===== src/rtl/regfile_pkg.sv =====
// Shared register-file constants and helpers for packing and unpacking
// the multi-port read buses.
package regfile_pkg;

   localparam int DEFAULT_DATA_W   = 16;
   localparam int DEFAULT_NUM_REGS = 4;
   localparam int MAX_FIELD_W      = 64;
   localparam int MAX_BUS_W        = 256;

   function automatic int addr_width(input int num_regs);
      return (num_regs > 1) ? $clog2(num_regs) : 1;
   endfunction

   function automatic logic [MAX_FIELD_W-1:0] get_rd_addr(
      input logic [MAX_BUS_W-1:0] bus,
      input int                   port,
      input int                   width
   );
      logic [MAX_BUS_W-1:0] shifted;
      shifted = bus >> (port * width);
      return MAX_FIELD_W'(shifted) & ({MAX_FIELD_W{1'b1}} >> (MAX_FIELD_W - width));
   endfunction

   // Inserts one port's field into a packed bus, leaving the other ports intact.
   function automatic logic [MAX_BUS_W-1:0] put_rd_data(
      input logic [MAX_BUS_W-1:0]   bus,
      input int                     port,
      input int                     width,
      input logic [MAX_FIELD_W-1:0] data
   );
      logic [MAX_BUS_W-1:0] mask;
      mask = MAX_BUS_W'({MAX_FIELD_W{1'b1}} >> (MAX_FIELD_W - width)) << (port * width);
      return (bus & ~mask) | ((MAX_BUS_W'(data) << (port * width)) & mask);
   endfunction

endpackage


===== src/rtl/regfile_scoreboard.sv =====
// Pending-write scoreboard: one busy flag per register plus a running count
// of reserved registers.
module regfile_scoreboard
   import regfile_pkg::*;
#(
   parameter  int NUM_REGS = DEFAULT_NUM_REGS,
   parameter  int ZERO_REG = 0,
   localparam int AW       = addr_width(NUM_REGS)
) (
   input  logic                clk,
   input  logic                reset,
   input  logic                wr_en,
   input  logic [AW-1:0]       wr_addr,
   input  logic                rsv_en,
   input  logic [AW-1:0]       rsv_addr,
   output logic [NUM_REGS-1:0] busy_q,
   output logic [AW:0]         busy_cnt
);

   logic wr_ok;
   logic rsv_ok;
   logic cnt_inc;
   logic cnt_dec;

   // The count moves only on real 0->1 / 1->0 flag transitions; a write that
   // collides with a reserve to the same register loses, so it never decrements.
   always_comb begin
      wr_ok   = wr_en  && !(ZERO_REG != 0 && wr_addr  == '0);
      rsv_ok  = rsv_en && !(ZERO_REG != 0 && rsv_addr == '0);
      cnt_inc = rsv_ok && !busy_q[rsv_addr];
      cnt_dec = wr_ok && busy_q[wr_addr] && !(rsv_ok && rsv_addr == wr_addr);
   end

   always_ff @(posedge clk) begin
      if (reset) begin
         busy_q   <= '0;
         busy_cnt <= '0;
      end else begin
         if (wr_ok)
            busy_q[wr_addr] <= 1'b0;
         if (rsv_ok)
            busy_q[rsv_addr] <= 1'b1;
         case ({cnt_inc, cnt_dec})
            2'b10:   busy_cnt <= busy_cnt + (AW+1)'(1);
            2'b01:   busy_cnt <= busy_cnt - (AW+1)'(1);
            default: busy_cnt <= busy_cnt;
         endcase
      end
   end

endmodule


===== src/rtl/regfile_sb.sv =====
// Multi-read-port register file with write-to-read bypass, optional hard
// zero register and busy flags returned with each operand.
module regfile_sb
   import regfile_pkg::*;
#(
   parameter  int DATA_W   = DEFAULT_DATA_W,
   parameter  int NUM_REGS = DEFAULT_NUM_REGS,
   parameter  int NUM_RD   = 2,
   parameter  int BYPASS   = 1,
   parameter  int ZERO_REG = 0,
   localparam int AW       = addr_width(NUM_REGS)
) (
   input  logic                     clk,
   input  logic                     reset,
   input  logic                     wr_en,
   input  logic [AW-1:0]            wr_addr,
   input  logic [DATA_W-1:0]        wr_data,
   input  logic                     rsv_en,
   input  logic [AW-1:0]            rsv_addr,
   input  logic [NUM_RD*AW-1:0]     rd_addr,
   output logic [NUM_RD*DATA_W-1:0] rd_data,
   output logic [NUM_RD-1:0]        rd_busy,
   output logic [AW:0]              busy_cnt
);

   logic [DATA_W-1:0]              rf [NUM_REGS];
   logic [NUM_REGS-1:0]            busy_q;
   logic [NUM_RD-1:0][DATA_W-1:0]  port_data;
   logic                           wr_ok;

   assign wr_ok = wr_en && !(ZERO_REG != 0 && wr_addr == '0);

   always_ff @(posedge clk) begin
      if (reset) begin
         for (int i = 0; i < NUM_REGS; i++)
            rf[i] <= '0;
      end else if (wr_ok) begin
         rf[wr_addr] <= wr_data;
      end
   end

   regfile_scoreboard #(
      .NUM_REGS (NUM_REGS),
      .ZERO_REG (ZERO_REG)
   ) u_scoreboard (
      .clk      (clk),
      .reset    (reset),
      .wr_en    (wr_en),
      .wr_addr  (wr_addr),
      .rsv_en   (rsv_en),
      .rsv_addr (rsv_addr),
      .busy_q   (busy_q),
      .busy_cnt (busy_cnt)
   );

   for (genvar i = 0; i < NUM_RD; i++) begin : g_rd
      logic [AW-1:0]     addr;
      logic [DATA_W-1:0] data;
      logic              busy;

      assign addr = AW'(get_rd_addr(MAX_BUS_W'(rd_addr), i, AW));

      // Priority: hard zero register, then bypass of this cycle's write, then storage.
      always_comb begin
         data = rf[addr];
         busy = busy_q[addr];
         if (BYPASS != 0 && wr_en && wr_addr == addr) begin
            data = wr_data;
            busy = 1'b0;
         end
         if (ZERO_REG != 0 && addr == '0) begin
            data = '0;
            busy = 1'b0;
         end
      end

      assign port_data[i] = data;
      assign rd_busy[i]   = busy;
   end

   always_comb begin
      logic [MAX_BUS_W-1:0] bus;
      bus = '0;
      for (int i = 0; i < NUM_RD; i++)
         bus = put_rd_data(bus, i, DATA_W, MAX_FIELD_W'(port_data[i]));
      rd_data = (NUM_RD*DATA_W)'(bus);
   end

endmodule


===== config.mk =====
export PLATFORM = sky130hd
export DESIGN_NAME = regfile_sb
export DESIGN_NICKNAME = d
export VERILOG_FILES = /design/src/rtl/regfile_pkg.sv /design/src/rtl/regfile_scoreboard.sv /design/src/rtl/regfile_sb.sv
export SDC_FILE = /design/constraint.sdc
export NUM_CORES = 1
export LEC_CHECK = 0
export CAP_MARGIN = 20
export CORE_UTILIZATION = 35
export CTS_BUF_LIST = sky130_fd_sc_hd__clkbuf_8
export CTS_CLUSTER_DIAMETER = 50
export DETAILED_ROUTE_END_ITERATION = 10
export RECOVER_POWER = 100
export SETUP_SLACK_MARGIN = 0.02
export SYNTH_ARGS = -nofsm -noshare
export SYNTH_HDL_FRONTEND = slang
export SYNTH_HIERARCHICAL = 1
export SYNTH_SLANG_ARGS = --single-unit

===== constraint.sdc =====
create_clock -name clk -period 2.3 [get_ports clk]
set_input_delay 0.345 -clock clk [delete_from_list [all_inputs] [get_ports clk]]
set_output_delay 0.345 -clock clk [all_outputs]
set_load 0.05 [all_outputs]

-- Word-level counts from Yosys, hierarchy flattened
Memory sizes are Yosys's and may differ from the RTL's.
Cells that the tools add are included.
- bits in registers: 7
- memory bits (writable): 64
- input bits: 28
- output and inout bits: 37
- word-level logic and storage cells: 60
- memories kept: 1
- add/subtract/negate cells: 2
- magnitude comparators: 6
- equal/unequal tests: 5
- mux-type cells: 28
- bitwise logic cells: 4
- reduce and logical (&&, ||, !) cells: 12
- memories (memory ; words ; bits a word ; rd ports ; clocked after Yosys merged registers in ; wr ports ; line ; RTL):
    rf ; 4 ; 16 ; 2 ; 0 ; 4 ; regfile_sb.sv:26 ; logic [DATA_W-1:0] rf [NUM_REGS];
- operators by type and width (operator ; count):
    2-to-1 mux 16 bit ; 3
    OR 16 x 32 -> 32 bit ; 1
    OR reduction 16 bit ; 1
    2-to-1 mux 1 bit ; 14
    < comparator 2 x 3 -> 1 bit (second input constant) ; 4
    2-to-1 mux 4 bit ; 3
    binary-select mux 1 bit (select 2 bit) ; 4
    logical AND 1 bit ; 8
    equality test 2 bit ; 3
    case mux 3 bit (2 select lines) ; 1
    bitwise AND 4 bit ; 1
    demux 1 bit (select 2 bit) ; 2
    >= comparator 2 x 1 -> 1 bit (second input constant) ; 2
    inverter 4 bit ; 1
    OR 4 bit ; 1
    adder 3 x 1 -> 3 bit (second input constant) ; 1
    subtractor 3 x 1 -> 3 bit (second input constant) ; 1
    equality test 2 x 1 -> 1 bit (second input constant) ; 1
    equality test 2 bit (second input constant) ; 1
    zero test 1 bit ; 2
    2-to-1 mux 2 bit ; 1
    nonzero test 2 bit ; 1

-- Logic depth before layout (Yosys ltp)
Gate-level depths: netlist of run 1.
- depth in word-level cells: 10
- depth in mapped cells: 9
- mapped depth without buffers: 8

-- Hierarchy
Netlist of run 1, hierarchy kept.
- modules (own cells, without submodules) (module ; instances ; cells each ; area each (µm²) ; sequential area each (µm²)):
    regfile_sb ; 1 ; 227 ; 3910.0 ; 1921.8
    regfile_scoreboard ; 1 ; 41 ; 395.4 ; 140.1

-- Worst setup path after synthesis of run 1
Ideal clock, no wire load.
- path type: input to register
- start: in rsv_addr[0]
- end: reg u_scoreboard.busy_cnt[2]
- setup time: 0.070 ns
- data arrival time: 2.097 ns
- required time: 2.230 ns
- path slack: 0.133 ns
- cell stages on the path: 7
- path buffers: 0
- path through: mux4_2 nand2b_1 ha_1 fa_1 xnor2_1 or3_1 a21oi_1
- longest elaborated chain between the ends: 6
- elaborated cells on any way between the ends: 12
- classes of those cells: eq/ne (3); mux (3); reduce/logical (6)
- RTL lines (item ; line ; RTL):
    start, declared ; regfile_sb.sv:19 ; input logic [AW-1:0] rsv_addr,
    binary-select mux 1 bit (select 2 bit) or equality test 2 bit (tied branches) ; regfile_scoreboard.sv:30, regfile_scoreboard.sv:31 ;
    2-to-1 mux 1 bit (implied by the code) or logical AND 1 bit (tied branches) ; regfile_scoreboard.sv:30, regfile_scoreboard.sv:31 ;
    zero test 1 bit, on equally long branches ; regfile_scoreboard.sv:30, regfile_scoreboard.sv:31 ;
    logical AND 1 bit, on equally long branches ; regfile_scoreboard.sv:30, regfile_scoreboard.sv:31 ;
    equality test 2 x 1 -> 1 bit or equality test 2 bit (tied branches) ; regfile_scoreboard.sv:43 ; case ({cnt_inc, cnt_dec})
    case mux 3 bit (2 select lines) or nonzero test 2 bit (tied branches) ; -- ;
    end signal, assigned ; regfile_scoreboard.sv:44 ; 2'b10: busy_cnt <= busy_cnt + (AW+1)'(1);
    end signal, assigned ; regfile_scoreboard.sv:45 ; 2'b01: busy_cnt <= busy_cnt - (AW+1)'(1);
    end signal, assigned ; regfile_scoreboard.sv:46 ; default: busy_cnt <= busy_cnt;
    end, declared ; regfile_scoreboard.sv:17 ; output logic [AW:0] busy_cnt
Parallel ways exist; a longest one is shown, timed or not. The select of a mux whose other input is x is not followed.
A chain may end at the register's enable or synchronous reset.

-- Worst setup path in the final report of run 1
- start: in rd_addr[0]
- end: out rd_data[3]
- longest elaborated chain between the ends: 4
- elaborated cells on any way between the ends: 5
- classes of those cells: eq/ne (1); mux (1); bitwise (1); reduce/logical (1); memory (1)
- RTL lines (item ; line ; RTL):
    start, declared ; regfile_sb.sv:20 ; input logic [NUM_RD*AW-1:0] rd_addr,
    branches (longest 2 deep; another with memory read (4 x 16 bit)) ; -- ;
    2-to-1 mux 16 bit (*) ; regfile_sb.sv:67 ; if (BYPASS != 0 && wr_en && wr_addr == addr) begin
    OR 16 x 32 -> 32 bit (*) ; regfile_pkg.sv:33 ; return (bus & ~mask) | ((MAX_BUS_W'(data) << (port * width)) & mask);
    end, declared ; regfile_sb.sv:21 ; output logic [NUM_RD*DATA_W-1:0] rd_data,
Mark *: on every way between the ends.

==> results of run 1 <==
synthesized netlist by cell type:
cell / count
buf_1: 1
and2_1: 66
or3_1: 1
nor2b_1: 1
or3b_1: 1
xor2_1: 1
nand3_1: 1
inv_1: 1
edfxtp_1: 64
fa_1: 1
a31oi_1: 1
mux4_1: 34
nand2b_1: 3
mux2i_1: 3
mux4_2: 1
buf_2: 3
ha_1: 1
buf_6: 3
nand3_2: 2
a32oi_1: 1
buf_8: 1
a31o_2: 1
nor3b_2: 2
buf_12: 1
xnor2_1: 7
nand3b_1: 2
buf_4: 3
nand2_1: 1
nor3_2: 1
or2_2: 3
nor2_1: 3
clkbuf_1: 5
dfxtp_1: 7
mux2_2: 14
o21ai_0: 4
o22a_1: 1
mux2_4: 18
a21oi_1: 4
how the worst max path moves through the flow:
| stage | depth (start not counted) | end | from | slack (ns) |
|---|---|---|---|---|
| final | 5 | rd_data[3] | rd_addr[0] | 0.05 |
| after global routing | 6 | rd_data[13] | wr_en | 0.02 |
| after CTS | 7 | rd_data[29] | rd_addr[3] | 0.004 |
| after detailed placement | 8 | u_scoreboard/busy_cnt[2] | rsv_addr[0] | -0.53 |
| after global placement | 8 | u_scoreboard/busy_cnt[2] | rsv_addr[0] | -0.44 |
| after floorplan | 7 | u_scoreboard/busy_cnt[2] | rsv_addr[0] | 0.13 |
per-stage QoR:
stage / instances / hold WS (ns) / util, % / setup TNS [ns]
5_1_grt: 522 / 0.564 / 48.3 / 0
4_1_cts: 520 / 0.522 / 47.8 / 0
3_3_place_gp: 500 / 0.486 / 45.7 / -6.63
2_1_floorplan: 268 / 0.414 / - / 0
6_report: 522 / 0.510 / 48.3 / 0
3_5_place_dp: 500 / 0.505 / 45.7 / -8.24
cells by family after synthesis:
| group | after synthesis |
|---|---|
| AOI/OAI and AO/OA | 12 |
| xor gates and xnor gates | 8 |
| adders and majority gates | 2 |
| buffers and inverters | 18 |
| DFF | 71 |
| muxes | 70 |
| and+or+nand+nor | 87 |
cell usage in the layout, fill, tap and decap left out, types with 7 or more instances in the layout:
master,instances
buf_6,8
and2_1,35
buf_4,32
clkbuf_1,9
edfxtp_1,64
clkbuf_8,9
mux2_2,11
and2_0,31
buf_12,20
dfxtp_1,7
mux2_4,19
clkdlybuf4s50_1,19
mux4_1,32
metal layers:
metal,track usage (%),vias up,wire (um)
met3,4.28,6,600
met2,28.1,99,4980
li1,-,1272,-
met4,4.91,0,74
met5,0,-,0
met1,21.4,1344,4540
layout make-up:
cell class | count | share of cell area (%)
flip-flops and latches | 71 | 35.5
inverters | 1 | 0.0647
well taps | 147 | 3.17
multi-input cells | 179 | 37.5
clock inverters | 7 | 0.862
repair buffers | 108 | 20.7
clock buffers | 9 | 2.13
power groups by stage:
stage | combinational [mW] | clock, mW | sequential, mW
3_3_place_gp | 1.18 | 0 | 1.57
6_report | 1.21 | 0.873 | 1.55
4_1_cts | 1.21 | 0.896 | 1.55
3_5_place_dp | 1.18 | 0 | 1.58
5_1_grt | 1.27 | 0.954 | 1.56
2_1_floorplan | 0.694 | 0 | 1.58
sequential cells by signal, summed over array words and instances, names as in the netlist:
| signal | flops |
|---|---|
| rf | 64 |
| u_scoreboard/busy_cnt | 3 |
| u_scoreboard/busy_q | 4 |
worst reg2reg max path: cells and delay by family, from the launching register on:
family          cells  cell delay, ns
compound gates      1            0.15
xor+xnor            1            0.15
fa+ha+maj           2            0.54
flops               1            0.33
mux                 1            0.47
simple gates        2            0.51
repair_timing:
| action | 4_1_cts | 5_1_grt |
|---|---|---|
| endpoints found under the setup margin | 35 | 32 |
| setup buffers | 2 | 0 |
| pin swaps | 1 | 3 |
| resized for setup | 14 | 26 |
| cloned | 2 | 2 |
==> flow_metrics.py, run 1 <==
metrics = {
    "global_route": {
        "gr-total-overflow": 0,
        "grt_pass1_vias": 2867,
        "grt_pass1_wl_um": 15700,
        "grt_usage_pct": 16.7,
        "antenna_found_initial": 0,
        "grt_max_degree": 17,
    },
    "floorplanning": {
        "io-pin-count": 65,
        "die_h_um": 113,
        "num_rows": 40,
        "initial_core_util_pct": 35.8,
        "die_w_um": 113,
        "coreArea_mm2": 0.0120,
        "dieArea_mm2": 0.0127,
    },
    "timing": {
        "worst_slack_ns": 0.0493,
        "fin_crit_sh_pct": 97.9,
        "rsz0062_at_grt": "false",
        "setup_viol": 0,
        "clock_skew_ns": 0.00545,
        "relSlewSlack_pct": 38.4,
        "fin_crit_ns": 2.25,
        "slew_violations": 0,
        "max_freq_mhz": 444,
        "final-hold-violation-count": 0,
        "tightestPinTransition_ns": 0.924,
    },
    "route": {
        "routed_wl_um": 10200,
        "first_iter_violations": 148,
        "drc_errors": 0,
        "drt_first_pass_iters": 5,
        "vias_per_cell": 5.21,
        "via_count": 2721,
        "drt-wirelength-per-cell_um": 19.5,
        "postRouteAntennaNets": 0,
    },
    "finish": {
        "num-fill-cells": 1050,
        "nNetsFinal": 400,
        "ff_latch_area_mm2": 0.00206,
        "fin_area_mm2": 0.00580,
        "antenna-diode-count": 0,
        "drive_gt1_share_pct": 36.0,
        "multiInputGateArea_mm2": 0.00218,
        "syn_to_final_growth_pct": 34.8,
    },
    "pwr": {
        "power_mw": 3.63,
        "clkPwrFrac_pct": 24.0,
        "netSwitchingFraction_pct": 31.9,
        "internal-power_mw": 2.47,
        "seqPwrFrac_pct": 42.6,
        "leakagePower_nw": 2.29,
        "ir_drop_uv": 346,
        "power_density_mw_per_mm2": 626,
        "netSwitchingPower_mw": 1.16,
        "comb_power_share_pct": 33.4,
    },
    "cts": {
        "root_buffer": "clkbuf_8",
        "clock_path_buffers": 2,
        "cts_hold_buf": 0,
        "clk_latency_ns": 0.35,
        "h-tree-depth": 3,
        "numCtsBuffers": 9,
        "cts_tree": "done",
        "cts_num_sinks": 71,
        "clkTransAtPathRegs_ns": 0.07,
    },
    "setup_path": {
        "cp_common_cell": "buf_12",
        "max_stage_delay_ns": 0.57,
        "crit_type": "in -> out",
        "crit_path_top_delay_cell": "mux4_1",
        "cp_max_fo": 9,
        "r2r-start": "u_scoreboard/busy_q[3]",
        "cp.arrival_ns": 1.91,
        "rrSetupSlack_ns": 0.09,
        "crit_chain": "clkdlybuf4s15_2 > buf_12 > mux4_1 > mux2_1 > buf_12",
        "startpoint_type": "input port",
        "end_kind": "output port",
        "crit_family": "multiplexers",
        "crit_buf_inv": 3,
        "crit_required_ns": 1.96,
        "r2r-end": "u_scoreboard/busy_cnt[2]",
        "reg2regPathDepth": 7,
    },
    "yosys": {
        "syn_area_mm2": 0.00431,
        "synthAdderAreaFrac_pct": 0.756,
        "synth_area_per_cell_um2": 16.1,
        "yosysSeqAreaShare_pct": 47.9,
        "muxShareOfSynthArea_pct": 31.9,
        "synthTopCellsByArea": "edfxtp_1 45%, mux4_1 21%, and2_1 9.6%, mux2_4 6.3%, mux2_2 3.7%",
        "synth-xor-area-share_pct": 1.63,
        "synth_compound_area_share_pct": 1.69,
        "synth_top_family_by_area": "multiplexers",
        "synth_cells": 268,
        "ys_seq_elements": 71,
        "syn_nets": 298,
        "synth_top_cell_by_area": "edfxtp_1",
        "yosysWarnings": 6,
        "yosysTopAreaCellShare_pct": 44.6,
        "synth_cell_types": 38,
        "synth_simple_gate_area_share_pct": 13.0,
    },
    "placed_design": {
        "post-place-ws_ns": -0.532,
        "dpl-instance-area_mm2": 0.00549,
        "port_buffers": 64,
        "dp_hpwl_um": 6730,
        "place_congestion": 0.793,
    },
    "flow_run": {
        "cap_viol_max_count": 0,
    },
    "worst_hold_path": {
        "min_to": "u_scoreboard/busy_cnt[2]",
        "hp-start": "u_scoreboard/busy_cnt[2]",
        "hold_path_class": "reg -> reg",
        "whs_path_depth": 2,
    },
    "run_status": {
        "status": "finished clean",
    },
}
Power figures use the tool's default switching activity.
==> run 2, diff against run 1 <==
--- a/config.mk
+++ b/config.mk
@@ -5,7 +5,9 @@
 export SDC_FILE = /design/constraint.sdc
 export NUM_CORES = 1
 export LEC_CHECK = 0
-export CAP_MARGIN = 20
+export ABC_AREA = 1
+export CAP_MARGIN = 25
+export CORE_MARGIN = 10
 export CORE_UTILIZATION = 35
 export CTS_BUF_LIST = sky130_fd_sc_hd__clkbuf_8
 export CTS_CLUSTER_DIAMETER = 50
==> run 2 against run 1 <==
- worst hold slack improved by 0.0072 ns
- highest routed layer unchanged
- non-clock buffer count grew 17
- global-route usage increased by 0.21 points
- clock-buffer cell count did not move
- sequential power barely moved
- power rose by 9.0%
- design area grew 8.7%
- clock skew shrank 0.0011 ns
==> flow_metrics.py, run 2 <==
metrics = {
    "run_status": {
        "status": "finished clean",
    },
    "global_route": {
        "gr-total-overflow": 0,
        "grt_usage_pct": 16.9,
        "antenna_found_initial": 0,
        "grt_max_degree": 35,
        "grt_pass1_wl_um": 24900,
        "grt_pass1_vias": 4867,
    },
    "pwr": {
        "clkPwrFrac_pct": 27.9,
        "internal-power_mw": 2.59,
        "seqPwrFrac_pct": 38.8,
        "netSwitchingPower_mw": 1.37,
        "comb_power_share_pct": 33.3,
        "power_density_mw_per_mm2": 628,
        "netSwitchingFraction_pct": 34.7,
        "ir_drop_uv": 275,
        "power_mw": 3.96,
        "leakagePower_nw": 3.22,
    },
    "finish": {
        "largest-register": "rf",
        "syn_to_final_growth_pct": 32.4,
        "final_common_cell": "nand2_1",
        "top_regs": "rf: 64 flops, u_scoreboard/busy_q: 4 flops, u_scoreboard/busy_cnt: 3 flops",
        "antenna-diode-count": 0,
        "nNetsFinal": 824,
        "drive_gt1_share_pct": 16.0,
        "final_cell_mix": "269 x nand2_1, 112 x nand3_1, 98 x inv_1",
        "largest_reg_flops": 64,
    },
    "timing": {
        "setup_viol": 0,
        "fin_crit_sh_pct": 97.4,
        "final-hold-violation-count": 0,
        "slew_violations": 0,
        "fin_crit_ns": 2.24,
        "clock_skew_ns": 0.00432,
        "tightestPinTransition_ns": 0.590,
        "rsz0062_at_grt": "true",
        "relSlewSlack_pct": 60.7,
        "fin_setup_tns_ns": 0,
        "max_freq_mhz": 446,
    },
    "route": {
        "postRouteAntennaNets": 0,
        "vias_per_cell": 5.06,
        "route.met2.wl_um": 8120,
        "drt-wirelength-per-cell_um": 17.0,
        "met1_length_um": 6510,
        "drt_first_pass_iters": 6,
        "first_iter_violations": 575,
        "via_count": 4937,
        "highest_layer": "met4",
        "routed_wl_um": 16500,
        "drc_errors": 0,
        "met3_length_um": 1500,
    },
    "setup_path": {
        "end_kind": "output port",
        "critPathLaunch": "rd_addr[3]",
        "r2r-start": "u_scoreboard/busy_q[3]",
        "max_stage_delay_ns": 0.62,
        "cp_common_cell": "nand2_1",
        "crit_path_top_delay_cell": "clkdlybuf4s50_1",
        "cp.arrival_ns": 1.90,
        "crit_required_ns": 1.96,
        "cp_max_fo": 11,
        "crit_chain": "clkdlybuf4s50_1 > nand2_1 > nand2_2 > nand3_2 > buf_12 > nand2_1 > nand2_1 > buf_12",
        "startpoint_type": "input port",
        "crit_type": "in -> out",
    },
    "yosys": {
        "synth-edff-count": 64,
        "synth_cells": 691,
        "yosysSeqAreaShare_pct": 43.3,
        "synthFlopType": "edfxtp_1",
        "synth_top_cell_by_area": "edfxtp_1",
        "synthTopCellsByArea": "edfxtp_1 40%, nand2_1 21%, nand3_1 12%, inv_1 7.7%, nor2_1 5.4%",
        "async_flop_share_pct": 0,
        "syn_nets": 721,
        "yosys.cell_count.top_type": "nand2_1",
        "syn_area_mm2": 0.00477,
        "yosysWarnings": 6,
        "ys_seq_elements": 71,
        "synth_cell_types": 30,
        "synth_commonest_cells": "270 x nand2_1, 111 x nand3_1, 98 x inv_1, 68 x nor2_1, 64 x edfxtp_1",
        "synth_area_per_cell_um2": 6.90,
        "yosysTopAreaCellShare_pct": 40.3,
    },
    "floorplanning": {
        "io-pin-count": 65,
        "die_h_um": 137,
        "die_w_um": 137,
        "dieArea_mm2": 0.0187,
        "coreArea_mm2": 0.0133,
        "num_rows": 42,
        "initial_core_util_pct": 35.9,
    },
    "cts": {
        "h-tree-depth": 3,
        "root_buffer": "clkbuf_8",
        "clock_path_buffers": 2,
        "clkTransAtPathRegs_ns": 0.08,
        "cts_tree": "done",
        "cts_hold_buf": 0,
        "clk_latency_ns": 0.36,
        "numCtsBuffers": 9,
        "cts_num_sinks": 71,
    },
    "flow_run": {
        "cap_viol_max_count": 0,
    },
    "worst_hold_path": {
        "hp-start": "u_scoreboard/busy_q[0]",
        "hold_path_class": "reg -> reg",
    },
    "placed_design": {
        "place_congestion": 0.892,
        "dp_hpwl_um": 11400,
        "port_buffers": 64,
    },
}
run 2: cell count changes in the layout (fill, tap and decap cells not counted), sizes merged, moves of 4 or more:
cell    change
nand2     +275
and2       -66
nor2       +70
clkbuf     +12
mux4       -35
buf         +4
mux2       -32
nand3     +112
inv       +107
xnor2       -7
run 2: worst paths after layout:
check	depth (start not counted)	endpoint	slack, ns
hold / removal	2	u_scoreboard/busy_q[0]	0.52
setup / recovery	8	rd_data[17]	0.06
hold reg to reg	2	u_scoreboard/busy_q[0]	0.52
setup reg to reg	10	u_scoreboard/busy_cnt[1]	0.52
run 2: area by class of cell:
cell class	instances	area [um^2]
tap	176	220
fill	1318	6990
inverter	108	414
sequential	71	2060
clock buffer	9	124
multi-input combinational	479	2080
timing repair buffer	125	1320
clock inverter	7	88.8
run 2: power by group through the flow:
stage	registers (mW)	logic [mW]	clock network, mW
finish	1.54	1.32	1.11
detailed placement	1.56	1.42	0
floorplan	1.58	0.730	0
global route	1.54	1.41	1.17
CTS	1.53	1.42	1.11
global placement	1.56	1.39	0
run 2: logic make-up after synthesis:
logic type,after synthesis,share of synthesized area [%]
DFF,71,43.3
AOI/OAI and AO/OA,9,1.26
adders and majority gates,2,0.682
and+or+nand+nor,466,41.5
xor gates and xnor gates,2,0.368
buffers and inverters,141,12.9
run 2: per-layer routing:
metal | vias to the layer above | track usage [%]
met3 | 40 | 2.82
met1 | 2297 | 20.3
li1 | 2354 | -
met4 | 0 | 7.40
met5 | - | 0
met2 | 246 | 29.1
run 2: metrics by stage:
step	util, %	worst slack [ns]	hold WS, ns	cells	cell area (um^2)
floorplan	-	0.174	0.414	691	4770
global placement	47.0	-0.0806	0.486	953	6240
detailed placement	47.0	-0.160	0.501	953	6240
CTS	48.5	0.0353	0.514	969	6450
global route	47.5	0.00899	0.545	975	6310
finish	47.5	0.0588	0.518	975	6310
run 2: critical path: cells and delay by family:
kind	cells	cell delay, ns
AND/OR/NAND/NOR	5	0.55
buffers and inverters	3	0.98
run 2: repair_timing:
| action | CTS | global route |
|---|---|---|
| gates resized for setup | 2 | 8 |
| pin swaps | 0 | 0 |
| cloned | 0 | 4 |
| endpoints found under the setup margin | 29 | 29 |
| setup buffers | 0 | 2 |
==> run 3, diff against run 2 <==
--- a/config.mk
+++ b/config.mk
@@ -12,6 +12,7 @@
 export CTS_BUF_LIST = sky130_fd_sc_hd__clkbuf_8
 export CTS_CLUSTER_DIAMETER = 50
 export DETAILED_ROUTE_END_ITERATION = 10
+export PLACE_DENSITY_LB_ADDON = 0.3
 export RECOVER_POWER = 100
 export SETUP_SLACK_MARGIN = 0.02
 export SYNTH_ARGS = -nofsm -noshare
==> run 3 against run 2 <==
- power down 1.7%
- combinational power down 6%
- fmax up 2.5%
- clock skew down 0.00091 ns
- core utilization down 1.3 points
- sequential power about the same
- design area down 2.7%
- register-to-register slack better by 0.05 ns
- clock power about the same
- via count down 4.4%
- sequential share of layout area up 0.89 points
- worst hold slack worse by 0.012 ns
- critical endpoint is now rd_data[29]
==> flow_metrics.py, run 3 (synthesized netlist as in run 2, its figures left out) <==
metrics = {
    "run_status": {
        "status": "finished clean",
    },
    "timing": {
        "clock_skew_ns": 0.00341,
        "setup_viol": 0,
        "slew_violations": 0,
        "rsz0062_at_grt": "false",
        "worst_slack_ns": 0.114,
        "relSlewSlack_pct": 32.1,
        "max_freq_mhz": 458,
        "fin_crit_ns": 2.19,
        "fin_crit_sh_pct": 95.0,
        "tightestPinTransition_ns": 1.02,
        "final-hold-violation-count": 0,
    },
    "floorplanning": {
        "die_w_um": 137,
        "initial_core_util_pct": 35.9,
        "coreArea_mm2": 0.0133,
        "num_rows": 42,
        "die_h_um": 137,
        "io-pin-count": 65,
        "dieArea_mm2": 0.0187,
    },
    "pwr": {
        "netSwitchingFraction_pct": 34.7,
        "power_mw": 3.89,
        "ir_drop_uv": 280,
        "seqPwrFrac_pct": 39.4,
        "netSwitchingPower_mw": 1.35,
        "leakagePower_nw": 3.13,
        "clkPwrFrac_pct": 28.7,
        "internal-power_mw": 2.54,
        "comb_power_share_pct": 31.9,
        "power_density_mw_per_mm2": 634,
    },
    "route": {
        "postRouteAntennaNets": 0,
        "drt-wirelength-per-cell_um": 15.3,
        "routed_wl_um": 14900,
        "first_iter_violations": 484,
        "via_count": 4720,
        "drc_errors": 0,
        "vias_per_cell": 4.84,
        "drt_first_pass_iters": 10,
    },
    "finish": {
        "nNetsFinal": 824,
        "largest_reg_flops": 64,
        "final_cell_mix": "270 x nand2_1, 112 x nand3_1, 98 x inv_1",
        "final_common_cell": "nand2_1",
        "largest-register": "rf",
        "drive_gt1_share_pct": 15.3,
        "antenna-diode-count": 0,
        "fin_cells": 975,
        "top_regs": "rf: 64 flops, u_scoreboard/busy_q: 4 flops, u_scoreboard/busy_cnt: 3 flops",
        "syn_to_final_growth_pct": 28.8,
    },
    "setup_path": {
        "crit_type": "in -> out",
        "cp_max_fo": 7,
        "max_stage_delay_ns": 0.57,
        "cp_common_cell": "nand2_1",
        "r2r-start": "u_scoreboard/busy_q[2]",
        "r2r-end": "u_scoreboard/busy_cnt[2]",
        "rrSetupSlack_ns": 0.57,
        "crit_path_top_delay_cell": "clkdlybuf4s50_1",
        "reg2regPathDepth": 9,
        "end_kind": "output port",
        "startpoint_type": "input port",
        "cp.arrival_ns": 1.84,
        "crit_chain": "clkdlybuf4s50_1 > inv_2 > nand2_1 > nand2_2 > nand3_2 > buf_4 > nand2_1 > nand2_1 > buf_2",
        "crit_required_ns": 1.96,
    },
    "cts": {
        "clk_latency_ns": 0.36,
        "cts_tree": "done",
        "clock_path_buffers": 2,
        "cts_num_sinks": 71,
        "numCtsBuffers": 9,
        "cts_hold_buf": 0,
        "clkTransAtPathRegs_ns": 0.08,
        "h-tree-depth": 3,
        "root_buffer": "clkbuf_8",
    },
    "global_route": {
        "gr-total-overflow": 0,
        "grt_pass1_vias": 4592,
        "grt_pass1_wl_um": 24200,
        "grt_max_degree": 35,
        "antenna_found_initial": 0,
        "grt_usage_pct": 16.5,
    },
    "flow_run": {
        "cap_viol_max_count": 0,
    },
    "placed_design": {
        "post-place-ws_ns": -0.0683,
        "place_inst": 958,
        "place_congestion": 0.898,
        "port_buffers": 64,
        "dp_hpwl_um": 10800,
    },
    "worst_hold_path": {
        "whs_path_depth": 2,
        "hp-start": "u_scoreboard/busy_q[1]",
        "hold_path_class": "reg -> reg",
        "min_to": "u_scoreboard/busy_q[1]",
    },
}
-- run 3: final cells by class --
class / count / area [um^2]
clock buffers: 9 / 124
clock inverters: 7 / 87.6
fillers: 1349 / 7150
inverters: 108 / 410
multi-input cells: 479 / 2070
flip-flops and latches: 71 / 2060
well taps: 176 / 220
repair buffers: 125 / 1160
-- run 3: per-layer routing --
| layer | GRT usage [%] | wire length [um] | vias up |
|---|---|---|---|
| met2 | 27.7 | 7390 | 177 |
| met5 | 0 | 0 | - |
| met4 | 5.68 | 295 | 0 |
| met3 | 3.56 | 924 | 30 |
| li1 | - | - | 2345 |
| met1 | 20.3 | 6320 | 2168 |
-- run 3: critical path, delay by kind of cell --
family / cells / cell delay [ns]
buf+inv: 4 / 1.08
simple gates: 5 / 0.42
-- run 3: power by group through the flow --
stage	sequential [mW]	clock [mW]	combinational [mW]
final	1.53	1.12	1.24
after global routing	1.55	1.18	1.34
after CTS	1.53	1.12	1.41
after detailed placement	1.56	0	1.41
after global placement	1.56	0	1.40
after floorplan	1.58	0	0.730
-- run 3: repair_timing --
item,CTS,global route
pin swaps,0,0
setup buffers,0,1
resized for setup,3,1
hold endpoints to repair,0,0
endpoints found under the setup margin,26,34
-- run 3: how the worst max path moves through the flow --
stage | from | to | slack [ns] | depth (start not counted)
5_1_grt | rd_addr[0] | rd_data[6] | 0.02 | 9
4_1_cts | wr_addr[1] | rd_data[30] | 0.04 | 10
3_3_place_gp | rd_addr[2] | rd_data[30] | -0.005 | 9
2_1_floorplan | wr_addr[0] | rf[3][0] | 0.17 | 2
3_5_place_dp | rsv_addr[1] | u_scoreboard/busy_cnt[2] | -0.07 | 11
6_report | rd_addr[3] | rd_data[29] | 0.11 | 9
-- run 3: metrics by stage --
stage | utilization (%) | area [um^2] | hold WS (ns) | setup TNS, ns
after floorplan | - | 4770 | 0.414 | 0
after global routing | 46.2 | 6140 | 0.538 | 0
after global placement | 47.1 | 6260 | 0.498 | -0.0110
after detailed placement | 47.1 | 6260 | 0.497 | -0.536
final | 46.2 | 6140 | 0.506 | 0
after CTS | 48.7 | 6470 | 0.508 | 0
